## config.mk

```make
export PLATFORM = sky130hd
export DESIGN_NAME = vga_vram_writer_flat
export DESIGN_NICKNAME = d
export VERILOG_FILES = /design/src/rtl/vga_vram_writer_if.sv /design/src/rtl/vga_vram_writer.sv /design/src/flat_wrapper.sv
export SDC_FILE = /design/constraint.sdc
export NUM_CORES = 1
export LEC_CHECK = 0
export CAP_MARGIN = 20
export CORE_ASPECT_RATIO = 0.6
export CORE_MARGIN = 1
export CORE_UTILIZATION = 50
export DETAILED_ROUTE_END_ITERATION = 10
export PLACE_DENSITY_LB_ADDON = 0.25
export SYNTH_ARGS = -nofsm -noshare
export SYNTH_HDL_FRONTEND = slang
export SYNTH_SLANG_ARGS = --single-unit
export TNS_END_PERCENT = 5
```

## constraint.sdc

```tcl
create_clock -name clk -period 3 [get_ports clk]
set_input_delay 0.6 -clock clk [delete_from_list [all_inputs] [get_ports clk]]
set_output_delay 0.6 -clock clk [all_outputs]
set_load 0.05 [all_outputs]
```

## src/rtl/vga_vram_writer_if.sv

```systemverilog
// Requester bundle for the VGA VRAM write-port controller.
// Carries the two write requesters' valid/address/data/ready signals.
//   master : a requester pair (drives valid/address/data, receives ready)
//   slave  : the controller (receives valid/address/data, drives ready)
interface vga_vram_writer_if #(
  parameter int DATA_WIDTH = 8
);
  logic                  req0_valid;
  logic signed [31:0]    req0_address;
  logic [DATA_WIDTH-1:0] req0_data;
  logic                  req0_ready;
  logic                  req1_valid;
  logic signed [31:0]    req1_address;
  logic [DATA_WIDTH-1:0] req1_data;
  logic                  req1_ready;

  modport master (
    output req0_valid, req0_address, req0_data,
    output req1_valid, req1_address, req1_data,
    input  req0_ready, req1_ready
  );

  modport slave (
    input  req0_valid, req0_address, req0_data,
    input  req1_valid, req1_address, req1_data,
    output req0_ready, req1_ready
  );
endinterface

```

## src/rtl/vga_vram_writer.sv

```systemverilog
// Write-port controller for the VGA VRAM and its scroll registers.
// Shares the single VRAM write port between two requesters (round-robin),
// runs a whole-VRAM fill engine, double-buffers the scroll offsets so they
// change only at vertical sync, and counts frames.
// Ports:
//   clk, reset (async, active low)
//   req         : requester bundle (slave side), readies are combinational
//   fill_start / fill_color / fill_busy : fill engine control
//   scroll_h_in / scroll_v_in / scroll_load : pending scroll offsets
//   vsync       : asynchronous vertical sync, active low
//   vram_address / vram_din / vram_we : registered VRAM write port
//   offset_h / offset_v : applied scroll offsets
//   frame_count : vsync falling edges seen (wraps)
//   addr_err    : sticky, an out-of-range request was dropped
module vga_vram_writer #(
  parameter int DATA_WIDTH = 8,
  parameter int VRAM_DEPTH = 4096
) (
  input  logic                  clk,
  input  logic                  reset,
  vga_vram_writer_if.slave      req,
  input  logic                  fill_start,
  input  logic [DATA_WIDTH-1:0] fill_color,
  output logic                  fill_busy,
  input  logic signed [31:0]    scroll_h_in,
  input  logic signed [31:0]    scroll_v_in,
  input  logic                  scroll_load,
  input  logic                  vsync,
  output logic [31:0]           vram_address,
  output logic [DATA_WIDTH-1:0] vram_din,
  output logic                  vram_we,
  output logic signed [31:0]    offset_h,
  output logic signed [31:0]    offset_v,
  output logic [15:0]           frame_count,
  output logic                  addr_err
);
  typedef enum logic {IDLE = 1'b0, FILL = 1'b1} state_t;

  // One extra bit so the counter can reach VRAM_DEPTH, which marks the
  // trailing busy cycle after the last write has been issued.
  localparam int CNT_W = $clog2(VRAM_DEPTH) + 1;
  localparam logic [CNT_W-1:0] DEPTH_C = CNT_W'(VRAM_DEPTH);

  state_t                state, next_state;
  logic [CNT_W-1:0]      fill_cnt;
  logic [DATA_WIDTH-1:0] fill_col;
  logic                  fill_go, fill_own, fill_wr;
  logic [CNT_W-1:0]      fill_addr;
  logic [DATA_WIDTH-1:0] fill_data;
  logic                  last1;
  logic                  grant0, grant1;
  logic signed [31:0]    sel_addr;
  logic [DATA_WIDTH-1:0] sel_data;
  logic                  vs_s1, vs_s2, vs_s3, vs_fall;
  logic                  pend_valid;
  logic signed [31:0]    pend_h, pend_v;

  function automatic logic in_range(input logic signed [31:0] a);
    return (a >= 0) && (a < VRAM_DEPTH);
  endfunction

  // Fill FSM: state register plus address counter / colour capture.
  // The start cycle itself issues the write to address 0, so the counter
  // is cleared to the next address (1) when a fill is accepted.
  always_ff @(posedge clk or negedge reset) begin
    if (!reset) begin
      state    <= IDLE;
      fill_cnt <= '0;
      fill_col <= '0;
    end else begin
      state <= next_state;
      if (fill_go) begin
        fill_cnt <= CNT_W'(1);
        fill_col <= fill_color;
      end else if (fill_wr) begin
        fill_cnt <= fill_cnt + CNT_W'(1);
      end
    end
  end

  always_comb begin
    next_state = state;
    case (state)
      IDLE: if (fill_start) next_state = FILL;
      FILL: if (fill_cnt == DEPTH_C) next_state = IDLE;
    endcase
  end

  always_comb begin
    fill_busy = (state == FILL);
    fill_go   = (state == IDLE) && fill_start;
    fill_own  = fill_go || fill_busy;
    fill_wr   = fill_go || (fill_busy && (fill_cnt < DEPTH_C));
    fill_addr = fill_go ? '0 : fill_cnt;
    fill_data = fill_go ? fill_color : fill_col;
  end

  // Round-robin arbiter; last1 remembers which requester won last.
  // Readies are held low during reset so every output reads 0 then.
  always_comb begin
    grant0 = 1'b0;
    grant1 = 1'b0;
    if (reset && !fill_own) begin
      if (req.req0_valid && (!req.req1_valid || last1)) grant0 = 1'b1;
      else if (req.req1_valid)                          grant1 = 1'b1;
    end
    sel_addr = grant1 ? req.req1_address : req.req0_address;
    sel_data = grant1 ? req.req1_data    : req.req0_data;
  end

  assign req.req0_ready = grant0;
  assign req.req1_ready = grant1;

  always_ff @(posedge clk or negedge reset) begin
    if (!reset) begin
      last1 <= 1'b1;
    end else if (grant0) begin
      last1 <= 1'b0;
    end else if (grant1) begin
      last1 <= 1'b1;
    end
  end

  // Registered write port; out-of-range requests are consumed silently
  // apart from raising the sticky error flag.
  always_ff @(posedge clk or negedge reset) begin
    if (!reset) begin
      vram_we      <= 1'b0;
      vram_address <= '0;
      vram_din     <= '0;
      addr_err     <= 1'b0;
    end else begin
      vram_we <= 1'b0;
      if (fill_wr) begin
        vram_we      <= 1'b1;
        vram_address <= 32'(fill_addr);
        vram_din     <= fill_data;
      end else if (grant0 || grant1) begin
        if (in_range(sel_addr)) begin
          vram_we      <= 1'b1;
          vram_address <= sel_addr;
          vram_din     <= sel_data;
        end else begin
          addr_err <= 1'b1;
        end
      end
    end
  end

  // vsync: two-flop synchronizer, a delayed copy, then a registered
  // falling-edge pulse three clocks after the pin falls. Flops start at 0
  // so a low vsync at reset release never looks like an edge.
  always_ff @(posedge clk or negedge reset) begin
    if (!reset) begin
      vs_s1   <= 1'b0;
      vs_s2   <= 1'b0;
      vs_s3   <= 1'b0;
      vs_fall <= 1'b0;
    end else begin
      vs_s1   <= vsync;
      vs_s2   <= vs_s1;
      vs_s3   <= vs_s2;
      vs_fall <= vs_s3 && !vs_s2;
    end
  end

  // Scroll double-buffer and frame counter. A load coinciding with the
  // edge lands after the old pending value has been applied.
  always_ff @(posedge clk or negedge reset) begin
    if (!reset) begin
      pend_valid  <= 1'b0;
      pend_h      <= '0;
      pend_v      <= '0;
      offset_h    <= '0;
      offset_v    <= '0;
      frame_count <= '0;
    end else begin
      if (vs_fall) begin
        frame_count <= frame_count + 16'd1;
        if (pend_valid) begin
          offset_h   <= pend_h;
          offset_v   <= pend_v;
          pend_valid <= 1'b0;
        end
      end
      if (scroll_load) begin
        pend_h     <= scroll_h_in;
        pend_v     <= scroll_v_in;
        pend_valid <= 1'b1;
      end
    end
  end
endmodule

```

## src/flat_wrapper.sv

```systemverilog
// flat-port wrapper written by rule: the top's interface ports become plain ports
module vga_vram_writer_flat 
#(
  parameter int DATA_WIDTH = 8,
  parameter int VRAM_DEPTH = 4096
)
  (clk, reset, fill_start, fill_color, fill_busy, scroll_h_in, scroll_v_in, scroll_load, vsync, vram_address, vram_din, vram_we, offset_h, offset_v, frame_count, addr_err, req_req0_valid, req_req0_address, req_req0_data, req_req1_valid, req_req1_address, req_req1_data, req_req0_ready, req_req1_ready);
  vga_vram_writer_if #(.DATA_WIDTH(DATA_WIDTH)) req_i ();
  input  logic clk;
  input  logic reset;
  input  logic fill_start;
  input  logic [DATA_WIDTH-1:0] fill_color;
  output logic fill_busy;
  input  logic signed [31:0] scroll_h_in;
  input  logic signed [31:0] scroll_v_in;
  input  logic scroll_load;
  input  logic vsync;
  output logic [31:0] vram_address;
  output logic [DATA_WIDTH-1:0] vram_din;
  output logic vram_we;
  output logic signed [31:0] offset_h;
  output logic signed [31:0] offset_v;
  output logic [15:0] frame_count;
  output logic addr_err;
  input wire logic [$bits(req_i.req0_valid)-1:0] req_req0_valid;
  input wire logic [$bits(req_i.req0_address)-1:0] req_req0_address;
  input wire logic [$bits(req_i.req0_data)-1:0] req_req0_data;
  input wire logic [$bits(req_i.req1_valid)-1:0] req_req1_valid;
  input wire logic [$bits(req_i.req1_address)-1:0] req_req1_address;
  input wire logic [$bits(req_i.req1_data)-1:0] req_req1_data;
  output wire logic [$bits(req_i.req0_ready)-1:0] req_req0_ready;
  output wire logic [$bits(req_i.req1_ready)-1:0] req_req1_ready;
  assign req_i.req0_valid = req_req0_valid;
  assign req_i.req0_address = req_req0_address;
  assign req_i.req0_data = req_req0_data;
  assign req_i.req1_valid = req_req1_valid;
  assign req_i.req1_address = req_req1_address;
  assign req_i.req1_data = req_req1_data;
  assign req_req0_ready = req_i.req0_ready;
  assign req_req1_ready = req_i.req1_ready;
  vga_vram_writer #(.DATA_WIDTH(DATA_WIDTH), .VRAM_DEPTH(VRAM_DEPTH)) u_core (.clk(clk), .reset(reset), .req(req_i), .fill_start(fill_start), .fill_color(fill_color), .fill_busy(fill_busy), .scroll_h_in(scroll_h_in), .scroll_v_in(scroll_v_in), .scroll_load(scroll_load), .vsync(vsync), .vram_address(vram_address), .vram_din(vram_din), .vram_we(vram_we), .offset_h(offset_h), .offset_v(offset_v), .frame_count(frame_count), .addr_err(addr_err));
endmodule
```

==> metrics <==
drt via density between 5 and 6; total routed wirelength between 20000 and 25000 um; crit end category primary output; final net count about 1100; Worst Clk Skew 0.01404 ns; VDD IR max between 0.0004 and 0.0005 V; Initial Util 0.5118; WS Path Type in -> out; worst min path class in -> async; Ant. Diodes 0; vias in the first global route between 6000 and 7000; Tot Pwr roughly 10 mW; first-pass GRT wire length 35670 um; GPL Wtd Cong between 0.8 and 0.9; grt ovf 0; CP peak stage delay just over 0.4 ns; Post-CTS Resized 0; height of the die 104.6 um; FMAX roughly 370 MHz; max_slew headroom 0.3884; Rows 37; core area around 17000 um^2; die width between 150 and 200 um; DR iter-0 viols roughly 490; drt first pass iters 4; clock sinks ~210; critical-path maximum fanout 5; Final ANT Viol Nets 0; IO Count between 200 and 300; YS warnings 0; port bufs between 200 and 300; Synth Register Bits between 200 and 250; Bufs on Longest Clock Path 3; Slowest-stage cell, CP clkdlybuf4s50_1; Critical Path AT around 2.1 ns; TNS Setup 0 ns; outcome completed; WL per Instance 18.32 um; Skew-Pair Late Insertion Delay ~0.49 ns; via count roughly 6500; hold buffer count at cts 0; RSZ-0062 raised after global routing false; startpoint types input pin; pwr dens 808.2 nW/um^2; Yosys cell types a little under 50; largest net degree at the start of global routing between 150 and 200; Post CTS Setup Buffer Count 0; H-tree levels 1; Syn Area/Cell around 13 um^2; Syn Nets between 800 and 900; Slew Limit Fails 0; Tmin final 2.681 ns; Post-Syn Area 8767 um^2; total CTS buffers 20; Die ar. around 18000 um^2; Main synth FF type dfrtp_1; area grow syn2layout 43.88%; FFs w/ async S/R, synth 1.000; dpl hpwl approximately 16000 um; clock transition at the registers of the reported paths approximately 0.07 ns; Top delay family on crit path buffers and inverters; Fin. Hold Viols 0; share of cells above drive strength 1 0.2117; Post-route DRC 0; period utilisation layout 0.8936; setup violators final 0; Tightest Pin Transition 0.9174 ns; Post-synth EDFFs 0; Static Leak roughly 5.4 nW; Max-Cap Viols 0; CP Cell Sequence clkdlybuf4s50_1, buf_4, nor3b_1, nand2_1, a21oi_1, buf_12; Total GRT Usage 0.2494; CTS root buffer clkbuf_16; post-synthesis sequential area ratio 0.6110; WP data required 2.40 ns; Gate Count Post-Synth roughly 670; WP buf/inv 3; CTS tree built; initial antenna violation count 0
placed cells by master, fill, tap and decap left out, types with 11 or more instances in the layout:
cell type	n
dfrtp_1	213
nand2_1	58
and3_1	21
a22oi_1	11
or3_1	11
mux2_2	139
nor2_1	40
clkbuf_16	21
clkdlybuf4s50_1	279
nand3_1	19
buf_4	16
cells in the mapped netlist, drive strengths merged (2+ instances only):
master	n	area (um^2)
a2111o	8	90.09
a211oi	2	20.02
a21oi	2	10.01
a221oi	10	87.58
a22oi	11	82.58
a2bb2oi	8	70.07
and2	2	12.51
and3	21	131.4
buf	10	52.55
clkbuf	27	101.4
dfrtp	213	5330
ha	3	37.54
inv	10	37.54
mux2	139	1565
mux2i	4	40.04
nand2	60	227.7
nand2b	2	12.51
nand3	19	95.09
nand4	7	43.79
nor2	41	153.9
nor2b	3	18.77
nor3	6	40.04
nor4	10	62.56
o211ai	2	15.01
o21ai	5	28.77
o31ai	2	15.01
or3	11	68.82
or4	3	22.52
xnor2	10	87.58
xor2	8	70.07
layer usage:
metal,global-route usage,part of all wire,vias up
met5,0,0,-
met4,0.05057,0.017,0
met3,0.05277,0.068,25
met2,0.4041,0.47,244
met1,0.3502,0.44,3249
li1,-,-,2986
state kept, by name, summed over array words and instances (netlist names), 8 cells and up:
name and count:
u_core.fill_cnt 13, u_core.vram_address 32, u_core.frame_count 16, u_core.fill_col 8, u_core.vram_din 8, u_core.offset_h 32
u_core.offset_v 32, u_core.pend_v 32, u_core.pend_h 32
cell type report:
cell class | instances | area [um^2]
clock buffers | 28 | 601.8
clock inverters | 8 | 70.07
fillers | 1153 | 4514
inverters | 10 | 37.54
multi-input cells | 411 | 3224
flip-flops and latches | 214 | 5356
well taps | 234 | 292.8
repair buffers | 302 | 3032
worst register-to-register path, delay by kind of cell (launching register included):
kind / cells / cell delay (ns)
simple gates: 4 / 1.51
flops: 1 / 0.45
compound gates: 1 / 0.14
metrics by stage:
stage / hold slack, ns / util / setup slack [ns] / std cells / cell area, um^2
global route: 0.3172 / 0.7365 / 0.2101 / 1207 / 12610
floorplan: 0.3044 / - / 0.4391 / 672 / 8767
CTS: 0.2826 / 0.7365 / 0.3287 / 1207 / 12610
global placement: 0.3353 / 0.6972 / 0.2237 / 1171 / 11940
detailed placement: 0.3356 / 0.6972 / 0.1503 / 1171 / 11940
finish: 0.2720 / 0.7365 / 0.3192 / 1207 / 12610
final timing paths:
path                       slack [ns]                      to             start  cells past startpoint
hold / removal                   0.27  u_core.vram_address[3]             reset                      2
max in group asynchronous        2.00        u_core.pend_v[1]             reset                      2
setup reg to reg                 0.74  u_core.vram_address[6]  u_core.fill_busy                      5
setup / recovery                 0.32          req_req0_ready        fill_start                      6
hold reg to reg                  0.35            u_core.vs_s2      u_core.vs_s1                      0
min in group clk                 0.35            u_core.vs_s2      u_core.vs_s1                      0
where the power goes:
part           internal, mW  switching (mW)  total [mW]
registers              3.49           0.412        3.90
logic                  1.45            2.30        3.74
clock network          1.49            1.06        2.55
total                  6.43            3.77        10.2
logic make-up (layout without fill, tap and decap cells):
family,count (synthesis),after routing,share of synthesized area
AO/OA/AOI/OAI,57,57,0.05494
XOR/XNOR,18,18,0.01798
flip-flops,214,214,0.6110
adder cells (fa/ha/maj),3,3,0.004282
AND/OR/NAND/NOR,190,190,0.1069
buffers and inverters,47,348,0.02184
multiplexers,143,143,0.1831
Power figures use the tool's default switching activity.
